===== src/rtl/ppu_pkg.sv =====
// Shared PPU definitions: frame geometry defaults, framebuffer addressing,
// scanout state encoding and the scanout buffer entry layout.
package ppu_pkg;

    localparam int unsigned H_PIXELS_DEF = 160;
    localparam int unsigned V_PIXELS_DEF = 144;
    localparam int unsigned FB_ADDR_W    = 15;
    localparam int unsigned PIX_ENTRY_W  = 4;

    typedef enum logic [1:0] {
        SCAN_IDLE   = 2'd0,
        SCAN_ARMED  = 2'd1,
        SCAN_STREAM = 2'd2,
        SCAN_DRAIN  = 2'd3
    } scan_state_t;

    typedef struct packed {
        logic [1:0] idx;
        logic       sof;
        logic       eol;
    } pix_entry_t;

    // Map a 2-bit colour index through a 4-entry, 2-bit-per-entry palette.
    function automatic logic [1:0] palette_shade(input logic [7:0] pal, input logic [1:0] idx);
        logic [1:0] shade;
        case (idx)
            2'd0:    shade = pal[1:0];
            2'd1:    shade = pal[3:2];
            2'd2:    shade = pal[5:4];
            default: shade = pal[7:6];
        endcase
        return shade;
    endfunction

endpackage


===== src/rtl/sync_fifo.sv =====
// Single-clock FIFO with synchronous reset; push while full is accepted only
// when a pop happens in the same cycle.
module sync_fifo #(
    parameter int unsigned WIDTH = 4,
    parameter int unsigned DEPTH = 4,
    localparam int unsigned PTR_W = (DEPTH > 1) ? $clog2(DEPTH) : 1,
    localparam int unsigned CNT_W = $clog2(DEPTH + 1)
) (
    input  logic             cpu_clock,
    input  logic             reset,
    input  logic             push,
    input  logic [WIDTH-1:0] push_data,
    input  logic             pop,
    output logic [WIDTH-1:0] pop_data,
    output logic             empty,
    output logic [CNT_W-1:0] count
);

    logic [WIDTH-1:0] mem [DEPTH];
    logic [PTR_W-1:0] wr_ptr;
    logic [PTR_W-1:0] rd_ptr;
    logic             full;
    logic             do_push;
    logic             do_pop;

    function automatic logic [PTR_W-1:0] bump(input logic [PTR_W-1:0] p);
        return (p == PTR_W'(DEPTH - 1)) ? '0 : p + PTR_W'(1);
    endfunction

    assign empty    = (count == '0);
    assign full     = (count == CNT_W'(DEPTH));
    assign do_pop   = pop && !empty;
    assign do_push  = push && (!full || do_pop);
    assign pop_data = mem[rd_ptr];

    // Storage needs no reset; occupancy gates every read of it.
    always_ff @(posedge cpu_clock) begin
        if (do_push) begin
            mem[wr_ptr] <= push_data;
        end
    end

    always_ff @(posedge cpu_clock) begin
        if (reset) begin
            wr_ptr <= '0;
            rd_ptr <= '0;
            count  <= '0;
        end else begin
            if (do_push) begin
                wr_ptr <= bump(wr_ptr);
            end
            if (do_pop) begin
                rd_ptr <= bump(rd_ptr);
            end
            case ({do_push, do_pop})
                2'b10:   count <= count + CNT_W'(1);
                2'b01:   count <= count - CNT_W'(1);
                default: count <= count;
            endcase
        end
    end

endmodule


===== src/rtl/lcd_scanout.sv =====
// Frame scanout: on a vblank rising edge reads the whole framebuffer in raster
// order, maps colour indices through a per-frame latched palette and streams shades.
module lcd_scanout
    import ppu_pkg::*;
#(
    parameter int unsigned H_PIXELS   = H_PIXELS_DEF,
    parameter int unsigned V_PIXELS   = V_PIXELS_DEF,
    parameter int unsigned FIFO_DEPTH = 4
) (
    input  logic                 cpu_clock,
    input  logic                 reset,
    input  logic                 enable,
    input  logic                 vblank,
    input  logic [7:0]           bgp,
    output logic                 fb_rd,
    output logic [FB_ADDR_W-1:0] fb_addr,
    input  logic [1:0]           fb_data,
    output logic                 pix_valid,
    input  logic                 pix_ready,
    output logic [1:0]           pix_data,
    output logic                 pix_sof,
    output logic                 pix_eol,
    output logic                 busy,
    output logic                 frame_done,
    output logic                 overrun
);

    localparam int unsigned X_W   = (H_PIXELS > 1) ? $clog2(H_PIXELS) : 1;
    localparam int unsigned Y_W   = (V_PIXELS > 1) ? $clog2(V_PIXELS) : 1;
    localparam int unsigned CNT_W = $clog2(FIFO_DEPTH + 1);

    scan_state_t          state_q;
    scan_state_t          state_d;
    logic                 vblank_q;
    logic [7:0]           pal_q;
    logic [X_W-1:0]       x_q;
    logic [Y_W-1:0]       y_q;
    logic [FB_ADDR_W-1:0] addr_q;
    logic                 rd_q;
    logic                 tag_sof_q;
    logic                 tag_eol_q;
    logic                 overrun_q;

    logic                 vb_rise;
    logic                 issue;
    logic                 last_px;
    logic                 line_end;
    logic                 start_c;
    logic                 done_c;
    logic                 pop;
    logic                 fifo_empty;
    logic [CNT_W-1:0]     fifo_count;
    pix_entry_t           push_entry;
    pix_entry_t           head;

    assign vb_rise  = vblank && !vblank_q;
    assign line_end = (x_q == X_W'(H_PIXELS - 1));
    assign last_px  = line_end && (y_q == Y_W'(V_PIXELS - 1));
    // Reads already in flight count against buffer space so a push never finds it full.
    assign issue    = (state_q == SCAN_STREAM) &&
                      ((32'(fifo_count) + 32'(rd_q)) < FIFO_DEPTH);

    // Next-state and frame-boundary strobes.
    always_comb begin
        state_d = state_q;
        start_c = 1'b0;
        done_c  = 1'b0;
        case (state_q)
            SCAN_IDLE: begin
                if (enable) state_d = SCAN_ARMED;
            end
            SCAN_ARMED: begin
                if (!enable) begin
                    state_d = SCAN_IDLE;
                end else if (vb_rise) begin
                    state_d = SCAN_STREAM;
                    start_c = 1'b1;
                end
            end
            SCAN_STREAM: begin
                if (issue && last_px) state_d = SCAN_DRAIN;
            end
            SCAN_DRAIN: begin
                if (fifo_empty && !rd_q) begin
                    state_d = enable ? SCAN_ARMED : SCAN_IDLE;
                    done_c  = 1'b1;
                end
            end
            default: state_d = SCAN_IDLE;
        endcase
    end

    always_ff @(posedge cpu_clock) begin
        if (reset) begin
            state_q   <= SCAN_IDLE;
            vblank_q  <= 1'b0;
            pal_q     <= 8'h00;
            x_q       <= '0;
            y_q       <= '0;
            addr_q    <= '0;
            rd_q      <= 1'b0;
            tag_sof_q <= 1'b0;
            tag_eol_q <= 1'b0;
            overrun_q <= 1'b0;
        end else begin
            state_q  <= state_d;
            vblank_q <= vblank;
            rd_q     <= issue;
            if (start_c) begin
                pal_q  <= bgp;
                x_q    <= '0;
                y_q    <= '0;
                addr_q <= '0;
            end
            if (issue) begin
                tag_sof_q <= (x_q == '0) && (y_q == '0);
                tag_eol_q <= line_end;
                if (last_px) begin
                    x_q    <= '0;
                    y_q    <= '0;
                    addr_q <= '0;
                end else begin
                    addr_q <= addr_q + FB_ADDR_W'(1);
                    if (line_end) begin
                        x_q <= '0;
                        y_q <= y_q + Y_W'(1);
                    end else begin
                        x_q <= x_q + X_W'(1);
                    end
                end
            end
            if (vb_rise && (state_q == SCAN_STREAM || state_q == SCAN_DRAIN)) begin
                overrun_q <= 1'b1;
            end
        end
    end

    assign push_entry = '{idx: fb_data, sof: tag_sof_q, eol: tag_eol_q};
    assign pop        = pix_valid && pix_ready;

    sync_fifo #(
        .WIDTH (PIX_ENTRY_W),
        .DEPTH (FIFO_DEPTH)
    ) u_fifo (
        .cpu_clock (cpu_clock),
        .reset     (reset),
        .push      (rd_q),
        .push_data (push_entry),
        .pop       (pop),
        .pop_data  (head),
        .empty     (fifo_empty),
        .count     (fifo_count)
    );

    // Outputs are forced quiet while reset is asserted, not only after it lands.
    assign fb_rd      = !reset && issue;
    assign fb_addr    = reset ? '0 : addr_q;
    assign pix_valid  = !reset && !fifo_empty;
    assign pix_data   = pix_valid ? palette_shade(pal_q, head.idx) : 2'b00;
    assign pix_sof    = pix_valid && head.sof;
    assign pix_eol    = pix_valid && head.eol;
    assign busy       = !reset && (state_q == SCAN_STREAM || state_q == SCAN_DRAIN);
    assign frame_done = !reset && done_c;
    assign overrun    = !reset && overrun_q;

endmodule


===== config.mk =====
export PLATFORM = sky130hd
export DESIGN_NAME = lcd_scanout
export DESIGN_NICKNAME = d
export VERILOG_FILES = /design/src/rtl/ppu_pkg.sv /design/src/rtl/sync_fifo.sv /design/src/rtl/lcd_scanout.sv
export SDC_FILE = /design/constraint.sdc
export NUM_CORES = 1
export LEC_CHECK = 0
export ABC_AREA = 1
export CAP_MARGIN = 25
export CORE_MARGIN = 1.5
export CORE_UTILIZATION = 30
export CTS_CLUSTER_SIZE = 24
export DETAILED_ROUTE_END_ITERATION = 8
export PLACE_DENSITY = 0.45
export SYNTH_ARGS = -nofsm -noshare
export SYNTH_HDL_FRONTEND = slang
export SYNTH_SLANG_ARGS = --single-unit

===== constraint.sdc =====
create_clock -name cpu_clock -period 1.95 [get_ports cpu_clock]
set_clock_uncertainty 0.15 [all_clocks]
set_input_delay 0.39 -clock cpu_clock [delete_from_list [all_inputs] [get_ports cpu_clock]]
set_output_delay 0.39 -clock cpu_clock [all_outputs]
set_load 0.02 [all_outputs]

After elaboration in Yosys (flattened, before gate mapping) --
Memories as Yosys holds them, arrays and structs flattened. A register that Yosys moved wholly into a read port is not among the register bits. Index checks and enable logic that the tools add are counted.
Word-level totals: bits in registers 53, RAM bits 16, bits of input ports 15, word-level logic and storage cells 104, memories kept 1
Cells by class: $add $sub $neg 8, $lt $le $gt $ge 1, eq/ne operators 16, muxes and demuxes 33, reduce and logical (&&, ||, !) cells 32
Memories:
- u_fifo.mem | words 4, bits a word 4, read ports 1, clocked after Yosys merged registers in 1, wr ports 1, line sync_fifo.sv:19 | logic [WIDTH-1:0] mem [DEPTH];
Operators with widths (count):
- $mux W8 | 8
- $mux W15 | 4
- $mux W2 | 10
- $logic_and A1 B1 Y1 | 17
- $add A8 B1 Y8 const B | 2
- $eq A8 B8 Y1 const B | 2
- $logic_not A8 Y1 | 2
- $add A15 B1 Y15 const B | 1
- $eq A2 B2 Y1 const B | 6
- $mux W1 | 8
- $pmux W2 S4 | 1
- $eq A2 B1 Y1 const B | 3
- $ne A2 B2 Y1 const B | 3
- $pmux W2 S3 | 1
- $pmux W3 S2 | 1
- $logic_not A1 Y1 | 5
- $add A2 B1 Y2 const B | 2
- $add A3 B1 Y4 | 1
- $logic_not A2 Y1 | 2
- $lt A4 B3 Y1 const B | 1
- $reduce_and A4 Y1 | 1
- $reduce_bool A2 Y1 | 2
- $add A3 B1 Y3 const B | 1
- $eq A3 B3 Y1 const B | 1
- other kinds (4) | 5

Logic depth before layout (Yosys ltp) --
Gate-level depths: netlist (run 1).
depth after elaboration 9, depth in mapped cells 11, mapped depth without buffers 11

By module --
Synthesis (run 1) repeated with hierarchy kept, for this count alone.
Second synthesis, totals: cells, all modules 519, area, all modules 3761.1 µm²
Modules (own cells, without submodules):
- lcd_scanout | instances 1, cells an instance 413, area an instance 2663.8 µm²
- sync_fifo | instances 1, cells an instance 106, area an instance 1097.3 µm²

Least setup slack after synthesis (run 1) --
No wires, ideal clock.
path type input port to flip-flop, start input reset, end register u_fifo.count[1], library setup time 0.120 ns, arrival 2.176 ns, required time 1.680 ns, setup slack -0.496 ns, cell stages on the path 8, buffers on the path 1, path through buf_2 a31oi_1 nand2_1 inv_1 ha_1 fa_1 o21ai_0 a21oi_1
On the way: longest elaborated chain between the ends 8
Ends and longest elaborated chain:
- start: declaration | line lcd_scanout.sv:11 | input logic reset,
- $logic_not A1 Y1 * | line lcd_scanout.sv:158 | assign pix_valid = !reset && !fifo_empty;
- $logic_and A1 B1 Y1 * | line lcd_scanout.sv:158
- net pix_valid | line lcd_scanout.sv:18 | output logic pix_valid,
- $logic_and A1 B1 Y1 * | line lcd_scanout.sv:139 | assign pop = pix_valid && pix_ready;
- $logic_and A1 B1 Y1 * | line sync_fifo.sv:32 | assign do_pop = pop && !empty;
- net u_fifo.do_pop | line sync_fifo.sv:24 | logic do_pop;
- $logic_or A1 B1 Y1 | line sync_fifo.sv:33 | assign do_push = push && (!full || do_pop);
- $logic_and A1 B1 Y1 | line sync_fifo.sv:33
- $eq A2 B1 Y1 or $eq A2 B2 Y1 (tied branches) | line sync_fifo.sv:55 | case ({do_push, do_pop})
- $pmux W3 S2 or $reduce_bool A2 Y1 (tied branches)
- end signal: assignment | line sync_fifo.sv:56 | 2'b10: count <= count + CNT_W'(1);
- end signal: assignment | line sync_fifo.sv:57 | 2'b01: count <= count - CNT_W'(1);
- end signal: assignment | line sync_fifo.sv:58 | default: count <= count;
- end: declaration | line sync_fifo.sv:16 | output logic [CNT_W-1:0] count
The timed path passes the listed nets; every way through them passes the cells marked *. A chain may end at the register's enable or synchronous reset.

==> reports/results.ini, run 1 <==
[placement]
hpwl_um=7030
portBuffers=38
dpl_cell_area_mm2=0.00468
place_inst=748
place_congestion=0.789

[cts]
cts_buffer_depth=2
path_clk_slew_ps=60
cts.sinks=71
holdBufCountCts=0
htree_levels=3
cts_inserted_buffers=9
cts_root_buf=clkbuf_16
cts_tree=built
insertion_delay_ps=340

[yosys]
yosys.cell_types.count=45
muxShareOfSynthArea_pct=0
synth_seq_area_share_pct=42.3
async_flop_share_pct=0
synthXorXnorAreaFrac_pct=1.41
ys_seq_elements=71
syn_avg_cell_area_um2=7.38
synthAdderAreaFrac_pct=4.22
yosysMostFrequentCell=nand2_1
synthSimpleGateAreaFrac_pct=31.5
synthTopCellsByArea=dfxtp_1, edfxtp_1, nand2_1, nor2_1, nand3_1
syn_area_mm2=0.00374
ys.warnings.count=0
synth_top_area_cell=dfxtp_1
synth.top_cell.area_share_pct=29.5
synth_top_family_by_area=simple AND/OR/NAND/NOR gates
ys_top_cells_by_count=nand2_1, nor2_1, inv_1
syn_inst=506
synthesis.nets=533
synth_enable_flop_cells=16
ys.flop_type=dfxtp_1
synth_compound_area_share_pct=11.7

[route]
drt_pass1_iterations=4
viasPerCell=4.54
drt_iter0_markers=226
drc=0
ant_nets=0
wl_um=9760
vias=3519
routedWlPerCell_um=12.6

[cells_and_area]
n_antenna_cell=0
area_delta_synth_final_pct=40.7
stdcell_count=775
fin_area_mm2=0.00526
drive_above_1_share_pct=25.5
nets=629
num-fill-cells=1214

[timing]
relSlewSlack_pct=72.6
holdWs_ps=321
setup_viol=4
finalCritPeriodShare_pct=111
slew_violations=0
finalSetupTns_ps=-587
tightest_slew_ps=408
rsz0062_at_grt=true
fin_crit_ps=2170
clock.fmax_mhz=460
setup_slack_ps=-222
final-hold-violation-count=0

[critical_path]
worst_ep_arrival_time_ps=1630
worstPathMaxFanout=4
crit_path_start_kind=flip-flop
r2r_start=u_fifo.count[0]$_SDFFE_PP0P_
ff2ff_path_depth=10
r2r_end=u_fifo.count[2]$_SDFFE_PP0P_
ff2ff_setup_slack_ps=30
cp-endpoint=pix_data[1]
crit_required_ps=1410
cp-end-kind=output port
path_class=flip-flop to output port

[floorplan]
coreArea_mm2=0.0121
io-pin-count=39
rows=40
die_h_um=115
start_util_pct=31.0
die_area_mm2=0.0131
die_x_um=115

[global_route]
grt_pass1_vias=3524
track_usage_pct=16.4
overflow=0
grt_max_degree=30
grt_pass1_wl_um=16700
antenna_found_initial=0

[status]
status=finished, violations left
violations=negative setup slack

[power]
ir_drop_uv=440
p_leak_nw=2.17
power.density_mw_per_mm2=749
power_mw=3.94

[min_path]
hp-class=flip-flop to flip-flop

[run]
maxCapViolCount=0

-- layer usage --
metal | up-vias | routed length, um | GRT usage, % | part of all wire [%]
met1 | 1598 | 4630 | 19.8 | 47
met3 | 18 | 333 | 4.92 | 3.4
met2 | 71 | 4590 | 27.5 | 47
met5 | - | 0 | 0 | 0
li1 | 1832 | - | - | -
met4 | 0 | 212 | 6.25 | 2.2
-- repair_timing --
item,CTS,global route
endpoints found under the setup margin,26,19
pin swaps,13,14
gates resized for setup,103,20
setup buffers,5,7
endpoints found under the hold margin,0,0
-- metrics by stage --
stage | util, % | setup WS (ps)
detailed placement | 38.8 | -674
CTS | 42.8 | -225
floorplan | - | -35.7
finish | 43.6 | -222
global route | 43.6 | -363
global placement | 38.8 | -601
-- report_power, final --
group          internal (mW)  switching (mW)  total [mW]  leakage [nW]
logic                  0.168           0.204       0.373          1.41
registers               1.53          0.0222        1.55         0.586
clock network           1.38           0.633        2.01         0.174
-- how the worst min path moves through the flow --
stage	from	endpoint	slack [ps]	cells after the start
6_report	pal_q[5]$_SDFFE_PP0P_	pal_q[5]$_SDFFE_PP0P_	320	2
5_1_grt	addr_q[13]$_SDFFE_PP0P_	addr_q[13]$_SDFFE_PP0P_	370	2
4_1_cts	addr_q[13]$_SDFFE_PP0P_	addr_q[13]$_SDFFE_PP0P_	330	2
3_5_place_dp	addr_q[13]$_SDFFE_PP0P_	addr_q[13]$_SDFFE_PP0P_	320	2
3_3_place_gp	addr_q[13]$_SDFFE_PP0P_	addr_q[13]$_SDFFE_PP0P_	310	2
2_1_floorplan	pal_q[4]$_SDFFE_PP0P_	pal_q[4]$_SDFFE_PP0P_	280	2
-- final cells by class --
type,count,area [um2],area share [%]
repair buffers,99,835,15.9
flip-flops and latches,71,1590,30.3
clock inverters,6,133,2.52
inverters,65,263,5.00
well taps,168,210,4.00
multi-input cells,356,2000,38.0
clock buffers,10,229,4.36
-- state kept, by name, indices dropped and copies added, names as in the netlist, 2 cells and up, named ones only --
register,flops
pal_q,8
addr_q,15
y_q,8
u_fifo.count,3
u_fifo.rd_ptr,2
x_q,8
u_fifo.wr_ptr,2
u_fifo.mem,16
-- worst max-delay path, stage by stage (launching register included) --
cell and delay (ps):
dfxtp_4 370, buf_6 110, nand2_2 50, nand3_2 70, nand2_4 80, nor2_4 110
inv_2 40, or2_0 210, nand3_1 80, inv_1 50, buf_6 120
-- cells by family (layout without fill, tap and decap cells) --
family / Yosys count / in the layout
buffers and inverters: 79 / 180
AND/OR/NAND/NOR: 258 / 258
XOR/XNOR: 6 / 6
adder cells (fa/ha/maj): 12 / 12
AO/OA/AOI/OAI: 80 / 80
flip-flops: 71 / 71
-- cells in the final DEF, fill, tap and decap left out, types with 8 or more instances in the layout --
| cell type | n |
|---|---|
| nand2_1 | 96 |
| nor2_1 | 70 |
| buf_4 | 56 |
| dfxtp_1 | 51 |
| inv_1 | 49 |
| nand3_1 | 38 |
| o21ai_0 | 32 |
| a21oi_1 | 22 |
| edfxtp_1 | 16 |
| dlygate4sd2_1 | 15 |
| clkdlybuf4s50_1 | 12 |
| inv_2 | 10 |
| ha_1 | 10 |
| buf_6 | 10 |
| nand2_2 | 9 |
| clkbuf_16 | 9 |
| o21ai_1 | 8 |
(Power assumes the default switching activity.)
==> inputs of run 2 (changes only) <==
--- a/config.mk
+++ b/config.mk
@@ -5,13 +5,12 @@
 export SDC_FILE = /design/constraint.sdc
 export NUM_CORES = 1
 export LEC_CHECK = 0
-export ABC_AREA = 1
 export CAP_MARGIN = 25
 export CORE_MARGIN = 1.5
 export CORE_UTILIZATION = 30
 export CTS_CLUSTER_SIZE = 24
 export DETAILED_ROUTE_END_ITERATION = 8
-export PLACE_DENSITY = 0.45
+export PLACE_DENSITY = 0.46
 export SYNTH_ARGS = -nofsm -noshare
 export SYNTH_HDL_FRONTEND = slang
 export SYNTH_SLANG_ARGS = --single-unit
==> run 2 against run 1 <==
Compared with the run above: the flow still finishes with violations (negative setup slack); power down 8.4%; worst hold slack better by 8.3 ps; critical path type unchanged; critical path depth decreased by 6; sequential cell count did not move; sequential share of layout area hardly changed; design area increased by 0.24%.
==> reports/results.ini, run 2 <==
[critical_path]
crit_path_start_kind=flip-flop
path_buf_inv=1  ; -3
cp_common_cell=mux4_2
cp.depth=4  ; -6
r2r_start=u_fifo.count[1]$_SDFFE_PP0P_
ff2ff_setup_slack_ps=-220  ; -250 ps
cp_cell_sequence=mux4_2 -> mux4_2 -> and2_4 -> buf_6
cp-end-kind=output port
worst_ep_arrival_time_ps=1930  ; +300 ps
path_class=flip-flop to output port
worstPathMaxFanout=2  ; -2
cp_top_family=multiplexers
r2r_end=u_fifo.count[2]$_SDFFE_PP0P_
cpPeakStageDelay_ps=530  ; +160 ps
crit_required_ps=1410  ; about the same
slowest_stage=mux4_2
cp-endpoint=pix_data[1]
ff2ff_path_depth=11  ; +1

[power]
ir_drop_uv=493  ; +12%
p_leak_nw=2.02  ; -7.1%
power_mw=3.61  ; -8.4%
power.density_mw_per_mm2=684  ; -8.6%

[route]
drt_iter0_markers=108  ; -52%
drc=0  ; unchanged
wl_um=9270  ; -5.0%
routedWlPerCell_um=14.8  ; +17%
vias=3152  ; -10%
ant_nets=0  ; unchanged
viasPerCell=5.02  ; +11%
drt_pass1_iterations=4  ; unchanged

[floorplan]
die_h_um=110  ; -3.7%
die_area_mm2=0.0122  ; -7.3%
rows=39  ; -2.5%
die_x_um=110  ; -3.7%
coreArea_mm2=0.0113  ; -6.1%
io-pin-count=39  ; unchanged
start_util_pct=30.5  ; -0.45 points

[yosys]
synth_enable_flop_cells=16  ; unchanged
async_flop_share_pct=0  ; unchanged
ys_top_cells_by_count=dfxtp_1, nor2_1, nand2_1
synth_top_area_cell=dfxtp_1
yosysMostFrequentCell=dfxtp_1
synth.top_cell.area_share_pct=31.9  ; +2.4 points
syn_inst=366  ; -28%
ys.warnings.count=0  ; unchanged
ys.flop_type=dfxtp_1
synth_seq_area_share_pct=45.8  ; +3.4 points
synthTopCellsByArea=dfxtp_1, edfxtp_1, ha_1, nor2_1, mux4_2
ys_seq_elements=71  ; unchanged
yosys.cell_types.count=50  ; +11%
syn_area_mm2=0.00346  ; -7.5%
syn_avg_cell_area_um2=9.44  ; +28%
synthesis.nets=393  ; -26%

[cts]
htree_levels=3  ; unchanged
insertion_delay_ps=330  ; about the same
cts_root_buf=clkbuf_16
cts_inserted_buffers=9  ; unchanged
cts_buffer_depth=2  ; unchanged
cts.sinks=71  ; unchanged
path_clk_slew_ps=60  ; about the same
cts_tree=built

[run]
maxCapViolCount=0  ; unchanged

[global_route]
track_usage_pct=16.1  ; -0.27 points
grt_pass1_wl_um=14900  ; -11%
grt_pass1_vias=3104  ; -12%
antenna_found_initial=0  ; unchanged
grt_max_degree=31  ; +3.3%
overflow=0  ; unchanged

[placement]
hpwl_um=6260  ; -11%
dpl_cell_area_mm2=0.00451  ; -3.6%
place_congestion=0.838  ; +6.3%
portBuffers=38  ; unchanged

[status]
violations=negative setup slack
status=finished, violations left

[timing]
slew_violations=0  ; unchanged
setup_slack_ps=-519  ; -296 ps
tightest_slew_ps=376  ; -32.2 ps
rsz0062_at_grt=true
final-hold-violation-count=0  ; unchanged
fin_crit_ps=2470  ; +296 ps
finalCritPeriodShare_pct=127  ; +15 points
clock.fmax_mhz=405  ; -12%
relSlewSlack_pct=74.8  ; +2.2 points
setup_viol=25  ; +21

[cells_and_area]
mostFrequentLayoutCells=buf_4, dfxtp_1, nor2_1
nets=507  ; -19%
n_antenna_cell=0  ; unchanged
multi_input_area_mm2=0.00205  ; +2.8%
num-fill-cells=1106  ; -8.9%
area_delta_synth_final_pct=52.5
regMostFlops=u_fifo.mem
seqCellArea_mm2=0.00160  ; +0.39%
largestRegisters=u_fifo.mem (16), addr_q (15)
largest_reg_flops=16  ; unchanged
fin_area_mm2=0.00527  ; +0.24%
final_common_cell=buf_4
drive_above_1_share_pct=36.3  ; +11 points

[min_path]
hp-class=flip-flop to flip-flop

-- run 2: layer usage --
| metal | wire length (um) | vias up | global-route usage (%) |
|---|---|---|---|
| met5 | 0 | - | 0 |
| met4 | 174 | 0 | 6.87 |
| met3 | 427 | 14 | 4.53 |
| met2 | 4570 | 63 | 26.9 |
| met1 | 4110 | 1518 | 19.5 |
| li1 | - | 1557 | - |
-- run 2: how the worst min path moves through the flow --
stage / startpoint / end / slack (ps) / cells after the start
after floorplan: u_fifo.rd_ptr[0]$_SDFFE_PP0P_ / flip-flop / 300 / 1
after global placement: u_fifo.rd_ptr[0]$_SDFFE_PP0P_ / flip-flop / 330 / 1
after detailed placement: pal_q[7]$_SDFFE_PP0P_ / pal_q[7]$_SDFFE_PP0P_ / 330 / 2
after CTS: addr_q[14]$_SDFFE_PP0P_ / addr_q[14]$_SDFFE_PP0P_ / 350 / 2
after global routing: addr_q[14]$_SDFFE_PP0P_ / addr_q[14]$_SDFFE_PP0P_ / 340 / 2
final: addr_q[14]$_SDFFE_PP0P_ / addr_q[14]$_SDFFE_PP0P_ / 330 / 2
-- run 2: area by class of cell --
class,instances,area share [%]
Inverter,10,0.712
Clock inverter,5,2.02
Multi-Input combinational cell,269,38.9
Timing Repair Buffer,119,20.2
Clock buffer,11,4.42
Tap cell,143,3.40
Sequential cell,71,30.3
-- run 2: worst min-delay path: stages, from the launching register on --
cell and delay (ps):
dfxtp_1 330, nand2_1 60, o21ai_1 50
-- run 2: stage by stage --
stage,hold slack (ps),setup TNS [ps],utilization [%],std cells,setup WS [ps]
after floorplan,302,-397,-,366,-195
after global placement,335,-14050,39.9,599,-584
after detailed placement,335,-14370,39.9,599,-618
after CTS,348,-2090,44.9,625,-544
after global routing,343,-5100,46.6,628,-579
final,330,-3030,46.6,628,-519
-- run 2: kinds of logic (layout without fill, tap and decap cells) --
| group | Yosys count | after routing | share of synthesized area [%] |
|---|---|---|---|
| xor gates and xnor gates | 4 | 4 | 1.01 |
| buffers and inverters | 26 | 145 | 3.01 |
| muxes | 18 | 18 | 7.39 |
| AOI/OAI and AO/OA | 69 | 69 | 12.4 |
| and+or+nand+nor | 166 | 166 | 25.9 |
| DFF | 71 | 71 | 45.8 |
| adders and majority gates | 12 | 12 | 4.56 |
-- run 2: what timing repair did --
action	in CTS	in global routing
pin swaps	23	26
gates resized for setup	93	55
setup endpoints to repair	43	34
hold buffers	0	0
gates cloned	1	0
setup buffers	9	5
-- run 2: where the power goes --
group          switching (mW)  internal, mW  total, mW
Sequential            0.00826          1.51       1.52
Combinational           0.100         0.104      0.204
Clock                   0.633          1.25       1.89
==> inputs of run 3 (changes only) <==
--- a/config.mk
+++ b/config.mk
@@ -5,12 +5,14 @@
 export SDC_FILE = /design/constraint.sdc
 export NUM_CORES = 1
 export LEC_CHECK = 0
+export ABC_AREA = 1
 export CAP_MARGIN = 25
 export CORE_MARGIN = 1.5
 export CORE_UTILIZATION = 30
 export CTS_CLUSTER_SIZE = 24
 export DETAILED_ROUTE_END_ITERATION = 8
-export PLACE_DENSITY = 0.46
+export GPL_ROUTABILITY_DRIVEN = 1
+export PLACE_DENSITY = 0.45
 export SYNTH_ARGS = -nofsm -noshare
 export SYNTH_HDL_FRONTEND = slang
 export SYNTH_SLANG_ARGS = --single-unit
==> results of run 3 <==
The final DEF is identical to that of run 1; final timing and power are the same.
==> RTL change 1: new RTL, config.mk and constraints of run 1 <==
The 4 states of `scan_state_t` get a one-hot encoding in 4 bits.
--- a/src/rtl/ppu_pkg.sv
+++ b/src/rtl/ppu_pkg.sv
@@ -9,7 +9,7 @@
 
-    typedef enum logic [1:0] {
-        SCAN_IDLE   = 2'd0,
-        SCAN_ARMED  = 2'd1,
-        SCAN_STREAM = 2'd2,
-        SCAN_DRAIN  = 2'd3
+    typedef enum logic [3:0] {
+        SCAN_IDLE   = 4'b0001,
+        SCAN_ARMED  = 4'b0010,
+        SCAN_STREAM = 4'b0100,
+        SCAN_DRAIN  = 4'b1000
     } scan_state_t;
Check against the original RTL: no difference found for any inputs over 10 cycles, from zero or initial values and one cycle with reset high; not proved beyond that.
==> RTL change 1 against run 1 <==
The run still ends with negative setup slack left; highest routed layer unchanged; wire length shrank 4.4%; design area shrank 0.79%; worst setup slack gained 0.079 ns; critical path type unchanged; sequential cell count grew 2; power shrank 10%; synthesized area grew 4.8%; combinational power shrank 27%; die area grew 4.6%.
==> RTL change 1: results (changes against run 1) <==
Route
  – Pre-Repair DR Iteration Count: 5 (+1)
  – Detailed Route WL: 9.33 mm (-4.4%)
  – Wire per inst: 11.6 um (-7.8%)
  – DRT iter0 DRCs: 137 (-39%)
  – Via count: 3598 (+2.2%)

Power and ir drop
  – Worst ir drop on vdd: 276 uV (-37%)
  – Seq. pwr: 1580 uW
  – Combinational group share of total power: 7.8% (-1.7 points)
  – Comb. pwr: 274 uW (-27%)
  – Leak: 0.00219 uW (+0.81%)
  – Net Sw Power: 822 uW (-4.3%)

Setup path
  – Reg2reg start: u_fifo.count[1]
  – Crit path to: pix_data[0]
  – CP Max Fanout: 4 (unchanged)
  – CP peak stage delay: 0.33 ns (-0.04 ns)
  – Family with the most delay on the worst path: simple AND/OR/NAND/NOR gates
  – FF-to-FF setup slack: -0.04 ns (-0.07 ns)
  – Worst EP arrival: 1.55 ns (-0.08 ns)
  – Worst Reg2Reg Path Length in Cells: 11 (+1)
  – Slowest cell on the critical path: dfxtp_2

STA
  – Final number of setup-violating endpoints: 3 (-1)
  – Setup WS post-layout: -0.144 ns (+0.0789 ns)
  – Worst slew pin tran: 0.336 ns (-0.0714 ns)
  – Post-route setup TNS: -0.320 ns (+0.267 ns)

Placement
  – Placed insts: 781 (+4.4%)
  – Worst setup slack after placement: -0.629 ns (+0.0446 ns)
  – Number of port buffers: 38 (unchanged)
  – Dpl cell area: 4800 um^2 (+2.5%)
  – Post-detail-place hpwl: 6.86 mm (-2.4%)
  – GP Congestion: 0.811 (+2.9%)

Cells and area
  – Filler cells: 1338 (+10%)
  – Biggest regs: u_fifo.mem: 16 flops, addr_q: 15 flops
  – Nets@finish: 653 (+3.8%)
  – Layout cells sized above 1: 25.7% (+0.14 points)

Synthesis
  – Most common library cells after synthesis: 128 x nand2_1, 79 x nor2_1, 64 x inv_1
  – Largest cells by area after synthesis: dfxtp_1 29%, edfxtp_1 12%, nand2_1 12%
  – Post-synth EDFFs: 16 (unchanged)
  – Syn Nets: 567 (+6.4%)
  – Share of the synthesized area in the top cell type: 29.2% (-0.31 points)
  – Seq/Total Area, Yosys: 41.4% (-0.90 points)
  – Mapped Avg Cell Area: 7.25 um^2 (-1.8%)
  – Number of distinct library cells after synthesis: 39 (-13%)

Worst hold path
  – HP Class: reg -> reg

GRT
  – Number of global-route vias before repair: 3347 (-5.0%)
  – Initial antenna violation count: 0 (unchanged)
  – First-pass GRT wire length: 15.5 mm (-7.2%)
  – Largest net degree at the start of global routing: 29 (-3.3%)
  – GRT Total Usage: 14.7% (-1.7 points)

Run status
  – Status: finished with violations
  – Violated checks: negative setup slack

Clock tree
  – Setup bufs post-CTS: 7 (+2)
  – Post-CTS resize count: 89 (-14%)
[RTL change 1: cell types whose count changed after synthesis, sizes merged, moves of 2 or more]
| cell | change |
|---|---|
| or2 | -2 |
| dfxtp | +2 |
| nor3 | +2 |
| nand3b | -2 |
| nand2 | +24 |
| a31oi | -2 |
| nand3 | +4 |
| a211oi | -2 |
| nor2 | +3 |
| o21ai | -4 |
| clkinv | -2 |
| nand4 | +3 |
| inv | +9 |
[RTL change 1: final cells by class]
cell class | count | area (um^2) | share of cell area [%]
repair buffers | 89 | 701 | 13.4
diodes | 1 | 2.50 | 0.0480
multi-input cells | 381 | 2080 | 39.8
inverters | 72 | 283 | 5.42
clock inverters | 6 | 67.6 | 1.30
flip-flops and latches | 73 | 1630 | 31.3
well taps | 172 | 215 | 4.13
clock buffers | 10 | 239 | 4.58
[RTL change 1: how the worst min path moves through the flow]
stage	from	end	slack (ns)	cells past startpoint
floorplan	pal_q[6]	pal_q[6]	0.28	2
global placement	pal_q[6]	pal_q[6]	0.30	2
detailed placement	pal_q[6]	pal_q[6]	0.30	2
CTS	pal_q[6]	pal_q[6]	0.31	2
global route	pal_q[7]	pal_q[7]	0.34	2
finish	pal_q[6]	pal_q[6]	0.30	2
[RTL change 1: layer usage]
layer	up-vias	global-route usage (%)	share of wire [%]	wire [um]
met5	-	0	0	0
met4	0	6.18	1.1	102
met3	6	3.91	4.6	432
met2	63	23.4	46	4260
met1	1617	18.9	49	4540
li1	1912	-	-	-
[RTL change 1: kinds of logic after synthesis]
kind of cell	share of synthesized area [%]
AO/OA/AOI/OAI	10.7
buffers and inverters	9.11
XOR/XNOR	1.79
flip-flops	41.4
adder cells (fa/ha/maj)	4.03
AND/OR/NAND/NOR	33.0
==> RTL change 2: new RTL, settings of run 1 <==
Made on the original files. Change the parameter `FIFO_DEPTH` from 4 to 8.
--- a/src/rtl/lcd_scanout.sv
+++ b/src/rtl/lcd_scanout.sv
@@ -7,3 +7,3 @@
     parameter int unsigned V_PIXELS   = V_PIXELS_DEF,
-    parameter int unsigned FIFO_DEPTH = 4
+    parameter int unsigned FIFO_DEPTH = 8
 ) (
Formal check against the unedited RTL: not equivalent (Yosys sat finds a counterexample within 10 cycles, from zero or initial values and one cycle with reset high).
==> RTL change 2 against run 1 <==
The run still ends with negative setup slack left; sequential cell count is 20 higher; synthesized area up 26%; design area rose by 19%; wire length up 15%; hold slack improved by 0.0071 ns; power increased by 33%; clock power down 22%; worst setup slack lost 0.0026 ns; critical path depth grew 1; cell count rose by 18%; highest routed layer unchanged.
==> RTL change 2: results (changes against run 1) <==
Run status
  – Status: finished with violations
  – Violated checks: negative setup slack

Power and ir drop
  – Sw Share: 31.1% (+9.3 points)
  – Worst ir drop on vdd: 389 uV (-11%)
  – Leak: 0.00257 uW (+18%)

Cells and area
  – Nets@finish: 722 (+15%)
  – Biggest regs: u_fifo.mem: 32 flops, addr_q: 15 flops
  – Layout cells sized above 1: 26.9% (+1.3 points)

Setup path
  – FF-to-FF setup slack: -0.06 ns (-0.09 ns)
  – CP Max Fanout: 8 (+4)
  – R2r endpoint: u_fifo.count[3]
  – Worst Reg2Reg Path Length in Cells: 14 (+4)

STA
  – Final number of setup-violating endpoints: 7 (+3)
  – Post-route setup TNS: -0.839 ns (-0.252 ns)
  – Worst slew pin tran: 0.326 ns (-0.0812 ns)
  – Setup WS post-layout: -0.225 ns (-0.00259 ns)

Synthesis
  – Syn Nets: 613 (+15%)
  – Seq/Total Area, Yosys: 45.6% (+3.2 points)
  – Number of distinct library cells after synthesis: 49 (+8.9%)
  – Post-synth EDFFs: 32 (+16)

GRT
  – Largest net degree at the start of global routing: 25 (-17%)
  – Number of global-route vias before repair: 3986 (+13%)
  – GRT Total Usage: 14.6% (-1.8 points)
  – First-pass GRT wire length: 18.9 mm (+13%)

Route
  – Detailed Route WL: 11.3 mm (+15%)
  – DRT iter0 DRCs: 203 (-10%)

Placement
  – Worst setup slack after placement: -0.721 ns (-0.0479 ns)
  – Post-detail-place hpwl: 8.45 mm (+20%)

Worst hold path
  – Hold Path Origin: pal_q[6]
  – Worst Hold Path EP: pal_q[6]
==> RTL change 2: changes by cell type in the layout (fill, tap and decap cells not counted), moves of 5 or more <==
| cell | change |
|---|---|
| inv_2 | -6 |
| edfxtp_1 | +16 |
| nand3_1 | +10 |
| inv_1 | +9 |
| buf_4 | +15 |
| dlygate4sd2_1 | -5 |
| nand2_2 | +8 |
| nor2_1 | +11 |
| nand2_4 | +5 |
| o21ai_0 | +7 |
| clkbuf_2 | +6 |
| o22ai_1 | +7 |
==> RTL change 2: cell families (layout without fill, tap and decap cells) <==
kind of cell	count (synthesis)	count (layout)	share of synthesized area [%]
compound gates	86	86	9.98
xor+xnor	8	8	1.49
fa+ha+maj	12	12	3.35
buf+inv	86	200	7.93
flops	91	91	45.6
simple gates	303	303	31.7
==> RTL change 2: worst max-delay path by stage <==
stage,cells past startpoint,to,from
final,11,pix_data[0],register
after global placement,7,pix_sof,reset
after floorplan,14,u_fifo.count[3],u_fifo.count[0]
after global routing,12,pix_data[0],register
after detailed placement,7,pix_sof,reset
after CTS,11,pix_data[0],register
==> RTL change 2: repair_timing <==
action,CTS,global route
endpoints found under the setup margin,58,52
gates resized for setup,86,54
hold endpoints to repair,0,0
setup buffers,2,4
pin swaps,13,13
==> RTL change 2: layer usage <==
layer / share of wire (%) / vias up / global-route usage, %
met4: 2.0 / 0 / 6.74
met1: 50 / 1909 / 19.4
met2: 45 / 69 / 23.3
met5: 0 / - / 0
li1: - / 2156 / -
met3: 3.1 / 11 / 2.42
==> RTL change 2: power by group through the flow <==
stage	Combinational [uW]	Sequential (uW)	Clock, uW
5_1_grt	1710	2150	1680
2_1_floorplan	771	2160	0
3_3_place_gp	1310	2170	0
6_report	1540	2140	1570
4_1_cts	1400	2140	1620
3_5_place_dp	1320	2170	0
==> RTL change 2: layout make-up <==
| type | instances | area, um^2 | area share [%] |
|---|---|---|---|
| Tap cell | 211 | 264 | 4.21 |
| Clock inverter | 4 | 20.0 | 0.319 |
| Inverter | 71 | 295 | 4.70 |
| Sequential cell | 91 | 2150 | 34.3 |
| Multi-Input combinational cell | 409 | 2390 | 38.0 |
| Timing Repair Buffer | 113 | 923 | 14.7 |
| Clock buffer | 12 | 236 | 3.77 |
==> RTL change 2: through the flow <==
stage	hold WS, ns	cells
global placement	0.308	889
global route	0.368	911
finish	0.328	911
floorplan	0.295	586
CTS	0.335	907
detailed placement	0.321	889
==> RTL change 2: worst max-delay path, cell delays in order, from the launching register on <==
cell	delay, ns
dfxtp_4	0.38
buf_12	0.13
nand2_1	0.07
nand3_2	0.07
nand2_1	0.06
nand2_2	0.07
nand2_4	0.07
o21ai_2	0.13
nand3_1	0.08
nand2_1	0.06
inv_1	0.04
buf_6	0.12
